[src/rtl/pkt_rx_pkg.sv]
// Shared types and constants for the 10G MAC receive drain.
package pkt_rx_pkg;

    localparam int unsigned PKT_RX_DEPTH = 4;

    localparam logic [0:0] ST_IDLE = 1'b0;
    localparam logic [0:0] ST_READ = 1'b1;

    typedef enum logic [0:0] {
        S_IDLE = ST_IDLE,
        S_READ = ST_READ
    } pkt_rx_state_e;

    typedef struct packed {
        logic [63:0] data;
        logic        sop;
        logic        eop;
        logic        err;
        logic [2:0]  mod;
    } pkt_rx_word_t;

    // A mod of 0 on the eop word means all eight bytes are valid.
    function automatic logic [3:0] mod_to_bytes(input logic [2:0] mod);
        return (mod == 3'd0) ? 4'd8 : {1'b0, mod};
    endfunction

endpackage

[src/rtl/pkt_rx_fifo.sv]
// Four-entry synchronous FIFO; head entry is read straight from storage registers.
module pkt_rx_fifo
    import pkt_rx_pkg::*;
(
    input  logic         clk,
    input  logic         rst,
    input  logic         wr_en,
    input  pkt_rx_word_t wr_word,
    input  logic         rd_en,
    output pkt_rx_word_t rd_word,
    output logic         rd_valid,
    output logic [2:0]   count
);

    pkt_rx_word_t mem [PKT_RX_DEPTH];
    logic [1:0]   wr_ptr;
    logic [1:0]   rd_ptr;
    logic         push;
    logic         pop;

    assign push     = wr_en && (count != 3'(PKT_RX_DEPTH));
    assign pop      = rd_en && (count != 3'd0);
    assign rd_word  = mem[rd_ptr];
    assign rd_valid = (count != 3'd0);

    always_ff @(posedge clk or posedge rst) begin
        if (rst) begin
            for (int unsigned i = 0; i < PKT_RX_DEPTH; i++) begin
                mem[i] <= '0;
            end
            wr_ptr <= '0;
            rd_ptr <= '0;
            count  <= '0;
        end else begin
            if (push) begin
                mem[wr_ptr] <= wr_word;
                wr_ptr      <= wr_ptr + 2'd1;
            end
            if (pop) begin
                rd_ptr <= rd_ptr + 2'd1;
            end
            case ({push, pop})
                2'b10:   count <= count + 3'd1;
                2'b01:   count <= count - 3'd1;
                default: count <= count;
            endcase
        end
    end

endmodule

[src/rtl/pkt_rx_drain.sv]
// Pulls whole frames from the MAC RX FIFO into a credit-managed buffer.
// Statistics counters and ports exist only when PKT_RX_STATS_EN is defined.
module pkt_rx_drain
    import pkt_rx_pkg::*;
#(
    parameter int unsigned CNT_W = 32
)
(
    input  logic             clk_156m25,
    input  logic             reset_156m25,
    input  logic             pkt_rx_avail,
    output logic             pkt_rx_ren,
    input  logic [63:0]      pkt_rx_data,
    input  logic             pkt_rx_val,
    input  logic             pkt_rx_sop,
    input  logic             pkt_rx_eop,
    input  logic             pkt_rx_err,
    input  logic [2:0]       pkt_rx_mod,
    output logic [63:0]      out_data,
    output logic             out_sop,
    output logic             out_eop,
    output logic             out_err,
    output logic [2:0]       out_mod,
    output logic             out_valid,
    input  logic             out_ready
`ifdef PKT_RX_STATS_EN
    ,
    input  logic             stat_clr,
    output logic [CNT_W-1:0] stat_pkt_cnt,
    output logic [CNT_W-1:0] stat_err_cnt,
    output logic [CNT_W-1:0] stat_byte_cnt
`endif
);

    pkt_rx_state_e state;
    pkt_rx_state_e state_nxt;
    logic          ren_d1;
    logic [2:0]    fifo_count;
    logic          credit_ok;
    logic          last_word;
    pkt_rx_word_t  wr_word;
    pkt_rx_word_t  rd_word;

    assign last_word = pkt_rx_val && pkt_rx_eop;
    // Words already requested but not yet returned hold a credit too.
    assign credit_ok = ({1'b0, fifo_count} + {3'b000, ren_d1}) <= 4'(PKT_RX_DEPTH - 1);

    always_comb begin
        state_nxt  = state;
        pkt_rx_ren = 1'b0;
        case (state)
            S_IDLE: begin
                if (pkt_rx_avail) begin
                    state_nxt = S_READ;
                end
            end
            S_READ: begin
                pkt_rx_ren = credit_ok && !last_word;
                if (last_word) begin
                    state_nxt = S_IDLE;
                end
            end
            default: state_nxt = S_IDLE;
        endcase
    end

    always_ff @(posedge clk_156m25 or posedge reset_156m25) begin
        if (reset_156m25) begin
            state  <= S_IDLE;
            ren_d1 <= 1'b0;
        end else begin
            state  <= state_nxt;
            ren_d1 <= pkt_rx_ren;
        end
    end

    assign wr_word = {pkt_rx_data, pkt_rx_sop, pkt_rx_eop, pkt_rx_err, pkt_rx_mod};

    pkt_rx_fifo u_fifo (
        .clk      (clk_156m25),
        .rst      (reset_156m25),
        .wr_en    (pkt_rx_val),
        .wr_word  (wr_word),
        .rd_en    (out_ready),
        .rd_word  (rd_word),
        .rd_valid (out_valid),
        .count    (fifo_count)
    );

    assign out_data = rd_word.data;
    assign out_sop  = rd_word.sop;
    assign out_eop  = rd_word.eop;
    assign out_err  = rd_word.err;
    assign out_mod  = rd_word.mod;

`ifdef PKT_RX_STATS_EN
    logic [3:0] word_bytes;

    function automatic logic [CNT_W-1:0] sat_add(input logic [CNT_W-1:0] a,
                                                 input logic [3:0]       b);
        logic [CNT_W:0] s;
        s = {1'b0, a} + (CNT_W + 1)'(b);
        return s[CNT_W] ? '1 : s[CNT_W-1:0];
    endfunction

    assign word_bytes = pkt_rx_eop ? mod_to_bytes(pkt_rx_mod) : 4'd8;

    always_ff @(posedge clk_156m25 or posedge reset_156m25) begin
        if (reset_156m25) begin
            stat_pkt_cnt  <= '0;
            stat_err_cnt  <= '0;
            stat_byte_cnt <= '0;
        end else if (stat_clr) begin
            stat_pkt_cnt  <= '0;
            stat_err_cnt  <= '0;
            stat_byte_cnt <= '0;
        end else if (pkt_rx_val) begin
            stat_byte_cnt <= sat_add(stat_byte_cnt, word_bytes);
            if (pkt_rx_eop) begin
                stat_pkt_cnt <= sat_add(stat_pkt_cnt, 4'd1);
                if (pkt_rx_err) begin
                    stat_err_cnt <= sat_add(stat_err_cnt, 4'd1);
                end
            end
        end
    end
`endif

endmodule

[config.mk]
export PLATFORM = sky130hd
export DESIGN_NAME = pkt_rx_drain
export DESIGN_NICKNAME = d
export VERILOG_FILES = /design/src/rtl/pkt_rx_pkg.sv /design/src/rtl/pkt_rx_fifo.sv /design/src/rtl/pkt_rx_drain.sv
export SDC_FILE = /design/constraint.sdc
export NUM_CORES = 1
export LEC_CHECK = 0
export BUFFER_PORTS_ARGS = -buffer_cell sky130_fd_sc_hd__buf_2
export CORE_ASPECT_RATIO = 0.75
export CORE_MARGIN = 1
export CORE_UTILIZATION = 40
export DETAILED_ROUTE_END_ITERATION = 8
export PLACE_DENSITY = 0.56
export SLEW_MARGIN = 25
export SYNTH_ARGS = -nofsm -noshare
export SYNTH_HDL_FRONTEND = slang
export SYNTH_SLANG_ARGS = --single-unit
[constraint.sdc]
create_clock -name clk_156m25 -period 31.7 [get_ports clk_156m25]
set_input_delay 6.34 -clock clk_156m25 [delete_from_list [all_inputs] [get_ports clk_156m25]]
set_output_delay 6.34 -clock clk_156m25 [all_outputs]
set_load 0.02 [all_outputs]
# Word level (Yosys, flattened, before mapping)
# Cells that the tools add are included.
[classes]
n_lt_le_gt_ge = 4
bitwise = 3
n_mux = 11
n_addsub = 5
reduce_logical = 8
eq_ne = 3
[ops]
columns = ["operator", "n"]
rows = [
  ["$bwmux W280", 1],
  ["$mux W70", 3],
  ["$bmux W70 S2", 1],
  ["$demux W70 S2", 1],
  ["$ge A3 B3 Y1 const B", 2],
  ["$not A2 Y3", 2],
  ["$pmux W3 S2", 1],
  ["$logic_and A1 B1 Y1", 5],
  ["$add A2 B1 Y2 const B", 2],
  ["$add A3 B1 Y4", 1],
  ["$le A4 B2 Y1 const B", 1],
  ["$add A3 B1 Y3 const B", 1],
  ["$lt A3 B1 Y1 const B", 1],
  ["$mux W1", 3],
  ["$ne A3 B3 Y1 const B", 1],
  ["$reduce_bool A3 Y1", 1],
  ["$sub A3 B1 Y3 const B", 1],
  ["$eq A2 B1 Y1 const B", 1],
  ["$eq A2 B2 Y1 const B", 1],
  ["$pmux W1 S2", 1],
  ["$reduce_bool A2 Y1", 1],
  ["$logic_not A1 Y1", 1],
  ["$not A1 Y1", 1],
]
[word_totals]
reg_bits = 289
out_inout_bits = 72

# Longest topological paths before layout
[logic_depth]
word_depth = 6
ltp_mapped = 8

# Modules after synthesis
# Synthesis repeated with hierarchy kept, for this count alone.
[hier_totals]
hier_cells = 723
hier_area_um2 = 12709.7
[by_module_without_submodules]
columns = ["mod", "seq_area_each_um2", "instances", "area_each_um2", "cells_each"]
rows = [
  ["pkt_rx_fifo", 7181.9, 1, 12627.1, 715],
  ["pkt_rx_drain", 50.0, 1, 82.6, 8],
]

# Worst setup path before layout
# No wires, ideal clock.
[synth_path]
path_type = "input -> output"
startpoint = "in pkt_rx_val"
endpoint = "out pkt_rx_ren"
stages = 3
arrival_ns = 6.864
required_ns = 25.360
path_slack_ns = 18.496
cell_sequence = "nand2_1 nand3b_1 a31oi_1"
[synth_via]
elab_chain_cells = 4
[synth_lines]
columns = ["item", "line", "rtl"]
rows = [
  ["start: declaration", "pkt_rx_drain.sv:14", "input logic pkt_rx_val,"],
  ["$logic_and A1 B1 Y1", "pkt_rx_drain.sv:44", "assign last_word = pkt_rx_val && pkt_rx_eop;"],
  ["$logic_not A1 Y1", "pkt_rx_drain.sv:58", "pkt_rx_ren = credit_ok && !last_word;"],
  ["$logic_and A1 B1 Y1", "pkt_rx_drain.sv:58", ""],
  ["$mux W1", "pkt_rx_drain.sv:51", "case (state)"],
  ["end: declaration", "pkt_rx_drain.sv:12", "output logic pkt_rx_ren,"],
]
# No other way between the ends.

# Worst setup path after layout
# Ends and elaborated chain as after synthesis.

==> results.toml <==
[yosys]
synth_edf_count = 0
seq_area_frac_synth_pct = 56.9
synthTopCellsByCount = "289 x dfrtp_1, 281 x mux2_2, 70 x mux4_2"
yosys.area.top_type = "dfrtp_1"
syn_nets = 803
synth-main-ff-cell = "dfrtp_1"
syn_area_per_cell_um2 = 17.6
synth_top_area_share_pct = 56.9
synth_warnings = 0
synthTopCellsByArea = "dfrtp_1 57%, mux2_2 25%, mux4_2 12%"
yosys_register_bits = 289
synth_cells = 722
yosysMostFrequentCell = "dfrtp_1"
synthArstFlopShare_pct = 100
synth_area_um2 = 12700
synth_cell_type_count = 21

[worst_setup_path]
crit_path_max_fanout = 7
crit_arrival_ns = 7.01
r2r-end = "u_fifo.count[2]"
crit_chain = "buf_2 > nand2_1 > nand3b_1 > a31oi_1 > buf_2"
cp_common_cell = "buf_2"
worstSetupStartpoint = "pkt_rx_val"
worstReg2RegStart = "u_fifo.count[0]"
cp-endpoint = "pkt_rx_ren"
critPathRequiredTime_ns = 25.36
rr_worst_depth = 8
rrSetupSlack_ns = 29.12
path_depth = 5
crit_type = "in -> out"
crit_family = "buffers and inverters"
critPathLaunchType = "primary input"
critPathMaxStageDelay_ns = 0.20
crit_path_top_delay_cell = "buf_2"
endpoint_kind = "output port"
timing.critical_path.buf_inv = 2

[grt]
grt_pass1_vias = 7852
grt_max_degree = 134
grt.total_usage_pct = 17.7
antenna_found_initial = 4
gr-total-overflow = 0
grt_first_pass_wirelength_mm = 44.9

[clocking]
postCtsResizedCells = 0
htreeDepth = 1
cts.clk_slew.worst_paths_ns = 0.06
cts_hold_buf = 0
root_buffer = "clkbuf_16"
cts_buffers = 30
clkLatencyLatePin_ns = 0.55
cts_tree = "built"
cts_buffer_depth = 3
cts.sinks = 289
cts_setup_buffers = 0

[drt]
vias = 6804
drt_iter0_drc = 253
firstDrtPassIters = 4
routedWlPerCell_um = 21.3
detail-route-antenna-nets = 0
drc_errors = 0
via_per_inst = 5.24
drt_wl_total_mm = 27.7

[timing]
worst-slew-pin-transition_ns = 0.912
fmax_mhz = 74.9
hold_viol_final = 0
final-setup-viol-count = 0
slew_headroom_pct = 39.2
timing.setup.tns_ns = 0
period_share_pct = 42.1
fin_crit_ns = 13.35
rsz0062_at_grt = "no"
drv_slew = 0
finClkSkew_ns = 0.0135

[place]
dp_cells = 1242
portBuffers = 146
globalplace.congestion = 0.711
dp_hpwl_mm = 16.9

[pwr]
leakage_nw = 6.21
p_per_area_nw_per_um2 = 122
finalPower_mw = 1.79
peakVddDrop_mv = 0.0610

[worst_hold_path]
min_delay_path_depth = 1
hold_class = "reg -> reg"

[job]
maxCapViolCount = 0

[cells_and_area]
layout-drive-gt1-share_pct = 63.0
syn2layout_area_growth_pct = 15.2
stdcell_count = 1299
nNetsFinal = 949
nFillCells = 2651
fin_util_pct = 46.8

[run_status]
status = "completed"

[die]
initial_utilization_pct = 40.7
core-area_um2 = 31300
rows = 56
die_w_um = 208
die_area_um2 = 32500
io_pins = 147
dieHeight_um = 156
[worst min path at each step]
stage | endpoint | start
detailed placement | ren_d1 | ren_d1
CTS | ren_d1 | ren_d1
global placement | ren_d1 | ren_d1
global route | ren_d1 | ren_d1
floorplan | state | state
finish | ren_d1 | ren_d1
[state kept, by name, summed over array words and instances (netlist names)]
name,count
u_fifo.mem,280
u_fifo.count,3
u_fifo.rd_ptr,2
u_fifo.wr_ptr,2
ren_d1,1
state,1
[cell usage in the layout (no fill, tap or decap), types with 2 or more instances in the layout]
master       n
inv_1        5
nand2_1      6
mux2_2     281
clkbuf_16   31
bufinv_16    3
a31oi_1      2
xnor2_1      3
buf_4       11
mux4_2      70
dfrtp_4      2
ha_1         5
buf_2      146
clkbuf_1    11
nor2_1       2
clkbuf_8     6
diode_2      2
dfrtp_1    287
clkinv_2     3
xor2_1       3
nor2_4       4
[per-layer routing]
layer | up-vias | GRT usage [%] | part of all wire (%)
met1 | 3669 | 21.8 | 42
met5 | - | 0 | 0.047
li1 | 2980 | - | -
met2 | 115 | 31.2 | 52
met4 | 2 | 4.37 | 1.7
met3 | 38 | 4.33 | 4.5
[cells by family after synthesis]
group / Yosys count / synth area share [%]
compound gates: 3 / 0.167
mux: 352 / 37.4
flops: 289 / 56.9
xor+xnor: 6 / 0.414
fa+ha+maj: 6 / 0.650
simple gates: 16 / 0.689
buf+inv: 50 / 3.76
[area by class of cell]
type                            instances  area, um^2  share of cell area (%)
Antenna cell                            2        5.00                  0.0342
Clock buffer                           48         900                    6.15
Multi-Input combinational cell        383        5010                    34.3
Inverter                                6        30.0                   0.205
Timing Repair Buffer                  158         825                    5.63
Sequential cell                       289        7240                    49.5
Tap cell                              406         508                    3.47
Clock inverter                          7         113                   0.769
[through the flow]
| step | setup WS (ns) | hold WS, ns | cell area, um^2 |
|---|---|---|---|
| 5_1_grt | 18.27 | 0.479 | 14600 |
| 6_report | 18.35 | 0.459 | 14600 |
| 4_1_cts | 18.35 | 0.459 | 14600 |
| 3_5_place_dp | 18.35 | 0.451 | 13600 |
| 2_1_floorplan | 17.38 | 0.459 | 12700 |
| 3_3_place_gp | 18.36 | 0.444 | 13600 |
[worst register-to-register path, delay by kind of cell, from the launching register on]
| family | cells | cell delay (ns) |
|---|---|---|
| fa+ha+maj | 2 | 0.62 |
| flops | 1 | 0.45 |
| simple gates | 3 | 1.03 |
| buf+inv | 1 | 0.08 |
| xor+xnor | 2 | 0.33 |
[where the power goes]
part	switching [mW]	total, mW	internal (mW)
Combinational	0.356	0.755	0.399
Sequential	0.117	0.677	0.560
Clock	0.141	0.358	0.217
No activity file was read; power rests on OpenSTA's default activity.
